$ cat src/rtl/poker_pkg.sv
// poker_pkg
// Shared definitions for the poker datapath: card encoding, rank bounds,
// suit encodings, hand storage geometry and the hand requester state enum.
// The ERROR state only exists when HAND_REQ_TIMEOUT_EN is defined.
package poker_pkg;

    // A card is [5:4] suit, [3:0] rank (2..14, ace high).
    localparam int CARD_W   = 6;
    localparam int RANK_MIN = 2;
    localparam int RANK_MAX = 14;

    // Hand storage is sized for the largest legal hand.
    localparam int MAX_SLOTS = 8;
    localparam int HAND_W    = MAX_SLOTS * CARD_W;

    typedef enum logic [1:0] {
        SUIT_CLUBS    = 2'd0,
        SUIT_DIAMONDS = 2'd1,
        SUIT_HEARTS   = 2'd2,
        SUIT_SPADES   = 2'd3
    } suit_e;

    typedef enum logic [2:0] {
        REQ_IDLE         = 3'd0,
        REQ_RESHUFFLE    = 3'd1,
        REQ_WAIT_SHUFFLE = 3'd2,
        REQ_GAP          = 3'd3,
        REQ_REQUEST      = 3'd4,
        REQ_RELEASE      = 3'd5,
`ifdef HAND_REQ_TIMEOUT_EN
        REQ_DONE         = 3'd6,
        REQ_ERROR        = 3'd7
`else
        REQ_DONE         = 3'd6
`endif
    } req_state_e;

    // Rank check only; the suit field can never be malformed.
    function automatic logic rank_is_bad(input logic [CARD_W-1:0] c);
        return (c[3:0] < 4'(RANK_MIN)) || (c[3:0] > 4'(RANK_MAX));
    endfunction

endpackage

$ cat src/rtl/hand_req_watchdog.sv
// hand_req_watchdog
// Cycle counter used to detect a dealer that stops responding.
// Ports:
//   clk, rst  clock and asynchronous active-high reset
//   clear     zero the count (takes priority over enable)
//   enable    count one cycle
//   expired   high while enabled and the count has reached LIMIT-1, i.e.
//             on the LIMIT-th consecutive enabled cycle
module hand_req_watchdog
    import poker_pkg::*;
#(
    parameter int LIMIT = 1023
) (
    input  logic clk,
    input  logic rst,
    input  logic clear,
    input  logic enable,
    output logic expired
);

    localparam int CNT_W = $clog2(LIMIT + 1);

    logic [CNT_W-1:0] count_q;
    logic [CNT_W-1:0] count_d;

    assign expired = enable && (count_q >= CNT_W'(LIMIT - 1));

    // Count holds once expired so it can never wrap back to zero.
    always_comb begin
        count_d = count_q;
        if (clear) begin
            count_d = '0;
        end else if (enable && !expired) begin
            count_d = count_q + CNT_W'(1);
        end
    end

    always_ff @(posedge clk or posedge rst) begin
        if (rst) begin
            count_q <= '0;
        end else begin
            count_q <= count_d;
        end
    end

endmodule

$ cat src/rtl/hand_requester.sv
// hand_requester
// Requester side of the card dealer handshake. On start it asks the dealer
// to reshuffle, waits for a fresh shuffle-complete, then pulls HAND_SIZE
// cards over the four-phase next_card/card_valid handshake and stores them
// in slot order. Malformed ranks raise a sticky card_err.
// Optional feature: define HAND_REQ_TIMEOUT_EN to add a watchdog that moves
// the FSM to an ERROR state after TIMEOUT_CYCLES stuck cycles.
// Ports:
//   clk, rst     clock, asynchronous active-high reset
//   start        begin a new hand (accepted in IDLE, DONE, ERROR)
//   new_hand     reshuffle request to dealer (one cycle)
//   shuffled     dealer shuffle-complete status
//   next_card    card request to dealer
//   card         dealt card, card_valid its acknowledge
//   hand         slot i at [6i+5:6i], unused slots 0
//   hand_count   cards captured so far
//   card_strobe  one-cycle pulse after each capture
//   busy         hand in progress
//   hand_done    level, high in DONE
//   card_err     sticky bad-rank flag
//   timeout_err  watchdog fired (0 without the macro)
module hand_requester
    import poker_pkg::*;
#(
    parameter int HAND_SIZE      = 7,
    parameter int TIMEOUT_CYCLES = 1023
) (
    input  logic                  clk,
    input  logic                  rst,
    input  logic                  start,
    output logic                  new_hand,
    input  logic                  shuffled,
    output logic                  next_card,
    input  logic [CARD_W-1:0]     card,
    input  logic                  card_valid,
    output logic [HAND_W-1:0]     hand,
    output logic [3:0]            hand_count,
    output logic                  card_strobe,
    output logic                  busy,
    output logic                  hand_done,
    output logic                  card_err,
    output logic                  timeout_err
);

    localparam logic [3:0] HAND_SIZE_C = 4'(HAND_SIZE);

    if (HAND_SIZE < 1 || HAND_SIZE > MAX_SLOTS || TIMEOUT_CYCLES < 1) begin : g_bad_params
        $error("hand_requester: illegal HAND_SIZE or TIMEOUT_CYCLES");
    end

    req_state_e         state_q;
    req_state_e         state_d;
    logic [HAND_W-1:0]  hand_q;
    logic [HAND_W-1:0]  hand_d;
    logic [3:0]         count_q;
    logic [3:0]         count_d;
    logic               strobe_q;
    logic               strobe_d;
    logic               err_q;
    logic               err_d;
    logic               seen_low_q;
    logic               seen_low_d;
    logic               restart;

`ifdef HAND_REQ_TIMEOUT_EN
    logic wd_enable;
    logic wd_clear;
    logic wd_expired;

    // Only the states that wait on the dealer are watched; any state change
    // restarts the count so each wait gets the full budget.
    assign wd_enable = (state_q == REQ_WAIT_SHUFFLE) || (state_q == REQ_REQUEST) ||
                       (state_q == REQ_RELEASE);
    assign wd_clear  = (state_d != state_q);

    hand_req_watchdog #(
        .LIMIT   (TIMEOUT_CYCLES)
    ) u_watchdog (
        .clk     (clk),
        .rst     (rst),
        .clear   (wd_clear),
        .enable  (wd_enable),
        .expired (wd_expired)
    );
`endif

    // Next-state and datapath logic. A restart wipes the previous hand and
    // the shuffle tracking so a stale shuffled level cannot be reused.
    always_comb begin
        state_d    = state_q;
        hand_d     = hand_q;
        count_d    = count_q;
        strobe_d   = 1'b0;
        err_d      = err_q;
        seen_low_d = seen_low_q;
        restart    = 1'b0;

        case (state_q)
            REQ_IDLE, REQ_DONE: begin
                if (start) begin
                    restart = 1'b1;
                    state_d = REQ_RESHUFFLE;
                end
            end
`ifdef HAND_REQ_TIMEOUT_EN
            REQ_ERROR: begin
                if (start) begin
                    restart = 1'b1;
                    state_d = REQ_RESHUFFLE;
                end
            end
`endif
            REQ_RESHUFFLE: begin
                state_d = REQ_WAIT_SHUFFLE;
            end
            REQ_WAIT_SHUFFLE: begin
                if (!shuffled) begin
                    seen_low_d = 1'b1;
                end else if (seen_low_q) begin
                    state_d = REQ_GAP;
                end
            end
            REQ_GAP: begin
                state_d = REQ_REQUEST;
            end
            REQ_REQUEST: begin
                if (card_valid) begin
                    for (int i = 0; i < MAX_SLOTS; i++) begin
                        if (i < HAND_SIZE && count_q == 4'(i)) begin
                            hand_d[i*CARD_W +: CARD_W] = card;
                        end
                    end
                    if (count_q != HAND_SIZE_C) begin
                        count_d = count_q + 4'd1;
                    end
                    if (rank_is_bad(card)) begin
                        err_d = 1'b1;
                    end
                    strobe_d = 1'b1;
                    state_d  = REQ_RELEASE;
                end
            end
            REQ_RELEASE: begin
                if (!card_valid) begin
                    state_d = (count_q == HAND_SIZE_C) ? REQ_DONE : REQ_GAP;
                end
            end
            default: begin
                state_d = REQ_IDLE;
            end
        endcase

        if (restart) begin
            hand_d     = '0;
            count_d    = '0;
            err_d      = 1'b0;
            seen_low_d = 1'b0;
        end

`ifdef HAND_REQ_TIMEOUT_EN
        // A timeout abandons the wait; nothing captured in that cycle counts.
        if (wd_expired) begin
            state_d  = REQ_ERROR;
            hand_d   = hand_q;
            count_d  = count_q;
            strobe_d = 1'b0;
            err_d    = err_q;
        end
`endif
    end

    always_ff @(posedge clk or posedge rst) begin
        if (rst) begin
            state_q    <= REQ_IDLE;
            hand_q     <= '0;
            count_q    <= '0;
            strobe_q   <= 1'b0;
            err_q      <= 1'b0;
            seen_low_q <= 1'b0;
        end else begin
            state_q    <= state_d;
            hand_q     <= hand_d;
            count_q    <= count_d;
            strobe_q   <= strobe_d;
            err_q      <= err_d;
            seen_low_q <= seen_low_d;
        end
    end

    // Handshake outputs decode straight from the state register, so an
    // asynchronous reset drops them immediately.
    assign new_hand    = (state_q == REQ_RESHUFFLE);
    assign next_card   = (state_q == REQ_REQUEST);
    assign hand_done   = (state_q == REQ_DONE);
    assign busy        = (state_q == REQ_RESHUFFLE) || (state_q == REQ_WAIT_SHUFFLE) ||
                         (state_q == REQ_GAP) || (state_q == REQ_REQUEST) ||
                         (state_q == REQ_RELEASE);
    assign hand        = hand_q;
    assign hand_count  = count_q;
    assign card_strobe = strobe_q;
    assign card_err    = err_q;
`ifdef HAND_REQ_TIMEOUT_EN
    assign timeout_err = (state_q == REQ_ERROR);
`else
    assign timeout_err = 1'b0;
`endif

endmodule
$ cat config.mk
export PLATFORM = sky130hd
export DESIGN_NAME = hand_requester
export DESIGN_NICKNAME = d
export VERILOG_FILES = /design/src/rtl/poker_pkg.sv /design/src/rtl/hand_req_watchdog.sv /design/src/rtl/hand_requester.sv
export SDC_FILE = /design/constraint.sdc
export NUM_CORES = 1
export LEC_CHECK = 0
export ABC_CLOCK_PERIOD_IN_PS = 2890
export CAP_MARGIN = 20
export CORE_UTILIZATION = 45
export DETAILED_ROUTE_END_ITERATION = 8
export PLACE_DENSITY = 0.76
export RECOVER_POWER = 25
export SLEW_MARGIN = 20
export SYNTH_ARGS = -nofsm -noshare
export SYNTH_HDL_FRONTEND = slang
export SYNTH_SLANG_ARGS = --single-unit
export TNS_END_PERCENT = 30
$ cat constraint.sdc
create_clock -name clk -period 2.89 [get_ports clk]
set_clock_uncertainty 0.15 [all_clocks]
set_input_delay 0.578 -clock clk [delete_from_list [all_inputs] [get_ports clk]]
set_output_delay 0.578 -clock clk [all_outputs]
set_load 0.03 [all_outputs]
==> qor.csv, run 1 <==
metric,value,unit
RePlAce Congestion,0.813,
Bufs and invs on worst path,2,
Clock Tree Buf Depth,2,
max layer used,met4,
leakage,1.68,nW
setup violators final,0,
drc violations,0,
root buffer cell,clkbuf_8,
"Endpoint, Worst Hold",hand[35]$_DFFE_PP0P_,
Die Area,5800,sq um
fmax,0.381,GHz
Starting Density,47.6,%
HP Class,register to register,
Avg Vias per Cell,5.06,
Final Critical Period,2.63,ns
FF-to-FF End,hand[38]$_DFFE_PP0P_,
setup repair after global routing missed its margin,no,
DPL Wire Length,3410,microns
r2r setup slk,0.78,ns
grt ovf,0,
largest net degree at the start of global routing,53,
Setup WS post-layout,0.262,ns
CP max FO,14,
Worst Setup End Kind,output port,
cts repair resizes,0,
largest cells by area after synthesis,"dfrtp_1, mux2i_1, nor2_1",
Max stage delay on crit path,0.69,ns
Slew @ Worst Pin,1.24,ns
#FFs+latches synth,52,
Area Overhead vs Synth,28.3,%
Clock Power Share,19.0,%
power per cell area,705,nW/um^2
final wirelength,5030,microns
CP cell instances,inv_1 -> nor3_1 -> clkdlybuf4s50_1,
Syn Inst Count,221,
Critical Path AT,1.90,ns
Clock Latency Late Sink,0.30,ns
"Distinct cells, synth",32,
Critical Path RT,2.16,ns
Final TNS setup,0,ns
Post-CTS Setup Repair Bufs,0,
Max Cap Viol,0,
"Cell Area, Synth",2480,sq um
r2r startpoint,state_q[0]$_DFFE_PP0P_,
CP startpoint kind,register,
Inst Count DP,341,
Design Power,2.24,mW
Met2 Wirelength,2360,microns
r2r worst-path depth,5,
number of global-route vias before repair,1641,
Peak supply drop,0.459,mV
final hold vios,0,
TritonRoute pass-1 iters,4,
num rows,26,
sequential power share,42.1,%
Sw Share,39.3,%
setup slack at placement,0.369,ns
antenna cells,0,
CTS tree,yes,
initial DRC count,85,
Final nets,293,
Worst path slowest cell,clkdlybuf4s50_1,
antenna violations before repair,0,
internal power,1.36,mW
layout cell share with drive strength beyond 1,6.81,%
Die W,76.2,microns
combinational power share,38.9,%
hold_sp,hand[35]$_DFFE_PP0P_,
Hold Buf Count CTS,0,
WL/cell,14.4,microns
Slew Limit Fails,0,
Hold Crit Depth,2,
"non-filler cells, final",349,
Max transition margin,17.1,%
Synth top area share,52.6,%
Sw Pwr,880,uW
Met3 Wirelength,206,microns
total CTS buffers,5,
die height,76.2,microns
"area leader, netlist",dfrtp_1,
Tcrit/Tclk final,90.9,%
"Seq/Total Area, Yosys",52.6,%
IO buf count,62,
Synth Area per Inst,11.2,sq um
status,"finished, final reports clean",
Final ANT Viol Nets,0,
critical path's top delay family,buffers and inverters,
# IOs,70,
global-route wire length before repair,8360,microns
kind of critical path,register to output port,
Synth Warn #,0,
H-tree Lvls,2,
Placeable Area,5200,sq um
Total Routing Usage GR,18.4,%
vias,1765,
clock sinks,52,
clock slew at reported path FFs,0.09,ns
routed metal-1 wire length,2400,microns
-- final cells by class --
type,count,area (sq um)
sequential,52,1300
clock inverter,3,25.0
multi-input combinational,150,1030
tap,70,87.6
clock buffer,5,68.8
fill,451,2030
inverter,4,15.0
timing repair buffer,65,653
-- cells in the mapped netlist (all sizes together) --
master  count
a211oi      2
a21o        2
a21oi       7
a32o        2
and2b       2
and3        3
and4        1
and4bb      1
buf        17
clkbuf      4
conb        1
dfrtp      52
ha          4
inv         4
mux2i      43
nand2       5
nand2b      2
nand3       7
nand3b      1
nand4       2
nor2       47
nor2b       1
nor3        5
o21ai       2
o31ai       2
or3         1
xnor2       1
-- worst max-delay path by stage --
stage / cells after the start / from / to
4_1_cts: 3 / state_q[0]$_DFFE_PP0P_ / new_hand
3_5_place_dp: 6 / card_valid / hand[17]$_DFFE_PP0P_
2_1_floorplan: 1 / rst / card_err$_DFFE_PP0P_
3_3_place_gp: 6 / card_valid / hand[22]$_DFFE_PP0P_
5_1_grt: 3 / state_q[0]$_DFFE_PP0P_ / new_hand
6_report: 3 / state_q[0]$_DFFE_PP0P_ / new_hand
-- metal layers --
layer  track usage (%)  vias up
met4              6.92        0
met5                 0        -
met2              28.9       56
li1                  -      847
met3              2.63        5
met1              26.0      857
-- stage by stage --
step / hold WS [ns] / util, % / instance area [sq um]
final: 0.378 / 61.0 / 3180
after global routing: 0.410 / 61.0 / 3180
after CTS: 0.377 / 61.1 / 3180
after detailed placement: 0.352 / 59.3 / 3090
after global placement: 0.349 / 59.3 / 3090
after floorplan: 0.336 / - / 2500
-- cell families (layout without fill, tap and decap cells) --
family / Yosys count / count (layout) / share of synthesized area (%)
buffers and inverters: 25 / 77 / 6.92
other: 1 / 7 / 0.151
xor gates and xnor gates: 1 / 1 / 0.354
AOI/OAI and AO/OA: 17 / 17 / 4.60
DFF: 52 / 52 / 52.6
muxes: 43 / 43 / 17.4
and+or+nand+nor: 78 / 78 / 16.0
adders and majority gates: 4 / 4 / 2.02
-- registers in the layout (all words and copies together) (netlist names) --
signal and count:
seen_low_q 1, card_strobe 1, hand 42, state_q 3
card_err 1, hand_count 4
-- power by group through the flow --
stage | clock, mW | sequential [mW] | combinational [mW]
4_1_cts | 0.445 | 0.943 | 0.879
2_1_floorplan | 0 | 1.05 | 0.524
3_3_place_gp | 0 | 0.957 | 0.874
6_report | 0.426 | 0.943 | 0.870
5_1_grt | 0.469 | 0.964 | 0.938
3_5_place_dp | 0 | 0.958 | 0.877
-- tightest hold or removal path, cell delays in order, from the launching register on --
cell,delay (ns)
dfrtp_1,0.35
mux2i_1,0.07
nor2_1,0.08
-- layout by cell type, fill, tap and decap left out, types with 3 or more instances in the layout --
cell type / count
clkdlybuf4s50_1: 61
dfrtp_1: 52
nor2_1: 47
mux2i_1: 43
conb_1: 7
nand3_2: 6
a21oi_1: 6
nand2_1: 5
clkbuf_8: 5
nor3_1: 4
ha_1: 4
and3_1: 3
inv_1: 3
(Power assumes the default switching activity.)
==> inputs of run 2 (changes only) <==
--- a/config.mk
+++ b/config.mk
@@ -8,8 +8,10 @@
 export ABC_CLOCK_PERIOD_IN_PS = 2890
 export CAP_MARGIN = 20
 export CORE_UTILIZATION = 45
+export CTS_CLUSTER_SIZE = 25
 export DETAILED_ROUTE_END_ITERATION = 8
-export PLACE_DENSITY = 0.76
+export GPL_TIMING_DRIVEN = 1
+export PLACE_DENSITY = 0.8
 export RECOVER_POWER = 25
 export SLEW_MARGIN = 20
 export SYNTH_ARGS = -nofsm -noshare
==> run 2 against run 1 <==
Against the previous run: design area is the same; first-iteration DRC count fell by 9.4%; die area unchanged; non-clock buffer count did not move; total power rose by 0.64%; sequential cell count is the same; register-to-register slack better by 0.05 ns; via count rose by 0.11%; sequential share of layout area unchanged; critical path type unchanged.
==> qor.csv, run 2 (synthesized netlist as in run 1, its figures left out) <==
metric,value,unit,change
TritonRoute pass-1 iters,4,,unchanged
Design Power,2.25,mW,+0.64%
CTS tree,yes,,
Avg Vias per Cell,5.06,,+0.11%
Clock Tree Buf Depth,2,,unchanged
Final ANT Viol Nets,0,,unchanged
antenna cells,0,,unchanged
num rows,26,,unchanged
Sw Pwr,877,uW,-0.37%
H-tree Lvls,2,,unchanged
"commonest non-fill, non-tap cell in the layout",clkdlybuf4s50_1,,
Final Critical Period,2.62,ns,-0.00784 ns
Sw Share,38.9,%,-0.39 points
IO buf count,62,,unchanged
internal power,1.38,mW,+1.3%
leakage,1.68,nW,about the same
kind of critical path,register to output port,,
Clock Power Share,19.0,%,about the same
"commonest cells after routing, fill and taps aside","clkdlybuf4s50_1, dfrtp_1, nor2_1, mux2i_1, conb_1",,
initial DRC count,77,,-9.4%
final hold vios,0,,unchanged
Max transition margin,17.1,%,+0.067 points
Area Overhead vs Synth,28.3,%,unchanged
largest net degree at the start of global routing,53,,unchanged
fmax,0.382,GHz,+0.30%
root buffer cell,clkbuf_8,,
Worst Setup End Kind,output port,,
DPL Wire Length,3540,microns,+3.6%
power per cell area,709,nW/um^2,+0.64%
Die W,76.2,microns,unchanged
Hold Buf Count CTS,0,,unchanged
Total Routing Usage GR,18.8,%,+0.39 points
Slew Limit Fails,0,,unchanged
WL/cell,14.8,microns,+2.6%
vias,1767,,+0.11%
Final TNS setup,0,ns,unchanged
number of global-route vias before repair,1594,,-2.9%
total CTS buffers,5,,unchanged
Critical Path RT,2.16,ns,about the same
global-route wire length before repair,8440,microns,+0.91%
antenna violations before repair,0,,unchanged
Tcrit/Tclk final,90.7,%,-0.27 points
Peak supply drop,0.381,mV,-17%
cts repair resizes,0,,unchanged
Slew @ Worst Pin,1.24,ns,-0.00101 ns
Clock Latency Late Sink,0.31,ns,about the same
CP max FO,14,,unchanged
clock slew at reported path FFs,0.09,ns,about the same
drc violations,0,,unchanged
Critical Path AT,1.89,ns,about the same
Finished Core Util,61.0,%,unchanged
Starting Density,47.6,%,unchanged
# IOs,70,,unchanged
HP Class,register to register,,
"Design Area, Final",3180,sq um,unchanged
Post-CTS Setup Repair Bufs,0,,unchanged
die height,76.2,microns,unchanged
clock sinks,52,,unchanged
dpl cell area,3090,sq um,unchanged
setup repair after global routing missed its margin,no,,
layout cell share with drive strength beyond 1,6.45,%,-0.36 points
CP startpoint kind,register,,
Max Cap Viol,0,,unchanged
fillcell total,451,,unchanged
RePlAce Congestion,0.783,,-3.6%
max reg flops,42,,unchanged
Placeable Area,5200,sq um,unchanged
register area,1300,sq um,unchanged
sequential power share,42.0,%,about the same
combinational power share,39.0,%,about the same
grt ovf,0,,unchanged
setup violators final,0,,unchanged
Final nets,293,,unchanged
Die Area,5800,sq um,unchanged
Multi-input gate area,1030,sq um,unchanged
status,"finished, final reports clean",,
final wirelength,5160,microns,+2.6%
==> run 2: cell count changes in the layout (fill, tap and decap cells not counted), sizes merged <==
cell and change:
inv -2, clkbuf +2
==> run 2: layout make-up <==
class	count	share of cell area, %
Sequential cell	52	41.0
Tap cell	70	2.76
Multi-Input combinational cell	150	32.3
Clock buffer	7	2.72
Timing Repair Buffer	65	20.6
Inverter	4	0.473
Clock inverter	1	0.236
==> run 2: worst max-delay path, cell delays in order (launching register included) <==
cell and delay [ns]:
dfrtp_1 0.59, inv_1 0.15, nor3_1 0.15, clkdlybuf4s50_1 0.69
==> run 2: layer usage <==
layer	GRT usage (%)	vias to the layer above	routed length (microns)
met5	0	-	0
met4	6.35	0	70
met3	4.19	7	184
met2	29.9	42	2530
met1	25.6	867	2380
li1	-	851	-
==> run 2: power groups by stage <==
stage | combinational [mW] | clock, mW | sequential [mW]
final | 0.879 | 0.428 | 0.946
after global routing | 0.942 | 0.469 | 0.966
after CTS | 0.884 | 0.440 | 0.945
after detailed placement | 0.882 | 0 | 0.959
after global placement | 0.873 | 0 | 0.957
after floorplan | 0.524 | 0 | 1.05
==> run 2: path summary, 6_finish.rpt <==
kind	to	slack (ns)	cells after the start	startpoint
min	hand[39]$_DFFE_PP0P_	0.38	2	hand[39]$_DFFE_PP0P_
max reg2reg	hand[18]$_DFFE_PP0P_	0.83	5	state_q[0]$_DFFE_PP0P_
max in group asynchronous	hand[35]$_DFFE_PP0P_	0.87	3	rst
min reg2reg	hand[39]$_DFFE_PP0P_	0.38	2	hand[39]$_DFFE_PP0P_
min in group asynchronous	seen_low_q$_DFFE_PP0P_	0.96	3	rst
max	new_hand	0.27	3	state_q[0]$_DFFE_PP0P_
==> run 2: metrics by stage <==
| step | cells | hold WS [ns] | worst slack [ns] |
|---|---|---|---|
| floorplan | 227 | 0.336 | 0.904 |
| global placement | 341 | 0.351 | 0.435 |
| detailed placement | 341 | 0.356 | 0.387 |
| CTS | 349 | 0.378 | 0.258 |
| global route | 349 | 0.409 | 0.159 |
| finish | 349 | 0.378 | 0.270 |
==> inputs of run 3 (changes only) <==
--- a/config.mk
+++ b/config.mk
@@ -10,7 +10,7 @@
 export CORE_UTILIZATION = 45
 export CTS_CLUSTER_SIZE = 25
 export DETAILED_ROUTE_END_ITERATION = 8
-export GPL_TIMING_DRIVEN = 1
+export GPL_TIMING_DRIVEN = 0
 export PLACE_DENSITY = 0.8
 export RECOVER_POWER = 25
 export SLEW_MARGIN = 20
==> run 3 against run 2 <==
Against the previous run: critical path depth increased by 1; sequential power shrank 4.8%; combinational power increased by 11%; sequential share of layout area fell by 1.1 points; cell count rose by 4.3%; setup slack better by 0.10 ns; core utilization grew 1.7 points; die area did not move; clock-buffer cell count fell by 2; highest routed layer unchanged; via count increased by 2.0%; sequential cell count is the same.
==> qor.csv, run 3 (synthesized netlist as in run 1, its figures left out) <==
metric,value,unit,change
total CTS buffers,5,,unchanged
DPL Wire Length,3800,microns,+7.4%
grt ovf,0,,unchanged
# IOs,70,,unchanged
CTS tree,yes,,
Final TNS setup,0,ns,unchanged
crit path to,busy,,
"commonest non-fill, non-tap cell in the layout",clkdlybuf4s50_1,,
TritonRoute pass-1 iters,4,,unchanged
Design Power,2.31,mW,+2.6%
vias,1802,,+2.0%
worst hold margin,0.378,ns,-0.000835 ns
Area Overhead vs Synth,31.9,%,
Avg Vias per Cell,4.95,,-2.2%
final hold vios,0,,unchanged
number of global-route vias before repair,1691,,+6.1%
WL/cell,14.4,microns,-2.3%
final wirelength,5260,microns,+1.9%
power per cell area,708,nW/um^2,-0.20%
Final Critical Period,2.52,ns,-0.104 ns
Final nets,308,,+5.1%
global-route wire length before repair,8650,microns,+2.5%
Placeable Area,5200,sq um,unchanged
Worst Setup End Kind,output port,,
FF-to-FF End,hand_count[1]$_DFFE_PP0P_,,
Critical Path AT,1.79,ns,-0.10 ns
clock sinks,52,,unchanged
fmax,0.398,GHz,+4.1%
setup repair after global routing missed its margin,no,,
Hold Buf Count CTS,0,,unchanged
status,"finished, final reports clean",,
max reg flops,42,,unchanged
Die W,76.2,microns,unchanged
Slew @ Worst Pin,0.834,ns,-0.408 ns
r2r startpoint,state_q[2]$_DFFE_PP0P_,,
num rows,26,,unchanged
Total Routing Usage GR,19.1,%,+0.33 points
Die Area,5800,sq um,unchanged
r2r worst-path depth,5,,unchanged
Slew Limit Fails,0,,unchanged
Peak supply drop,0.445,mV,+17%
setup violators final,0,,unchanged
die height,76.2,microns,unchanged
leakage,1.75,nW,+4.2%
antenna violations before repair,0,,unchanged
Starting Density,47.6,%,unchanged
"commonest cells after routing, fill and taps aside","clkdlybuf4s50_1, dfrtp_1, nor2_1, mux2i_1, buf_4",,
layout cell share with drive strength beyond 1,11.6,%,+5.1 points
initial DRC count,113,,+47%
CP startpoint kind,register,,
Post-CTS Setup Repair Bufs,0,,unchanged
Worst Setup SP,state_q[0]$_DFFE_PP0P_,,
fillcell total,452,,+0.22%
Max Cap Viol,0,,unchanged
Final ANT Viol Nets,0,,unchanged
cts repair resizes,0,,unchanged
Tcrit/Tclk final,87.0,%,-3.6 points
r2r setup slk,0.99,ns,+0.16 ns
root buffer cell,clkbuf_8,,
H-tree Lvls,2,,unchanged
RePlAce Congestion,0.832,,+6.2%
antenna cells,0,,unchanged
Clock Latency Late Sink,0.31,ns,about the same
drc violations,0,,unchanged
clock slew at reported path FFs,0.10,ns,about the same
HP Class,register to register,,
kind of critical path,register to output port,,
CP max FO,10,,-4
Critical Path RT,2.16,ns,about the same
Max transition margin,44.3,%,+27 points
Clock Tree Buf Depth,2,,unchanged
IO buf count,58,,-6.5%
largest net degree at the start of global routing,32,,-40%
## run 3: cell types whose count changed in the layout (fill, tap and decap cells not counted), moves of 2 or more
cell / previous run / this run
buf_4: 1 / 10
buf_6: 0 / 5
clkdlybuf4s50_1: 61 / 56
clkbuf_1: 1 / 4
buf_2: 0 / 2
## run 3: layout make-up
type	instances	area, sq um	area share, %
plain buffers	21	156	4.79
clock buffers	5	68.8	2.11
clock inverters	3	26.3	0.804
inverters	4	15.0	0.460
multi-input cells	150	1030	31.4
flip-flops and latches	52	1300	39.8
well taps	70	87.6	2.68
repair buffers	59	586	17.9
## run 3: critical path, cell delays in order (launching register included)
cell             delay, ns
dfrtp_1               0.41
buf_2                 0.23
nor3_1                0.06
a21oi_1               0.11
clkdlybuf4s50_1       0.67
## run 3: where the power goes
group | switching, mW | internal, mW
registers | 0.0733 | 0.828
logic | 0.579 | 0.396
clock network | 0.259 | 0.177
## run 3: per-stage QoR
stage / cell area [sq um] / util, % / setup slack [ns] / std cells
floorplan: 2500 / - / 0.904 / 227
global placement: 3170 / 60.8 / -0.0885 / 355
detailed placement: 3190 / 61.2 / 0.474 / 356
CTS: 3280 / 63.1 / 0.363 / 364
global route: 3270 / 62.8 / 0.258 / 364
finish: 3270 / 62.8 / 0.374 / 364
## run 3: per-layer routing
metal / GRT usage (%) / wire length (microns) / up-vias
met3: 3.95 / 141 / 6
met5: 0 / 0 / -
met1: 25.5 / 2450 / 878
li1: - / - / 882
met4: 5.19 / 56 / 0
met2: 31.8 / 2610 / 36
## run 3: worst min path at each step
| stage | from | endpoint | depth (start not counted) |
|---|---|---|---|
| after floorplan | seen_low_q$_DFFE_PP0P_ | seen_low_q$_DFFE_PP0P_ | 2 |
| after global placement | card_err$_DFFE_PP0P_ | card_err$_DFFE_PP0P_ | 2 |
| after detailed placement | card_err$_DFFE_PP0P_ | card_err$_DFFE_PP0P_ | 2 |
| after CTS | hand[41]$_DFFE_PP0P_ | hand[41]$_DFFE_PP0P_ | 2 |
| after global routing | hand[21]$_DFFE_PP0P_ | hand[21]$_DFFE_PP0P_ | 2 |
| final | hand[41]$_DFFE_PP0P_ | hand[41]$_DFFE_PP0P_ | 2 |
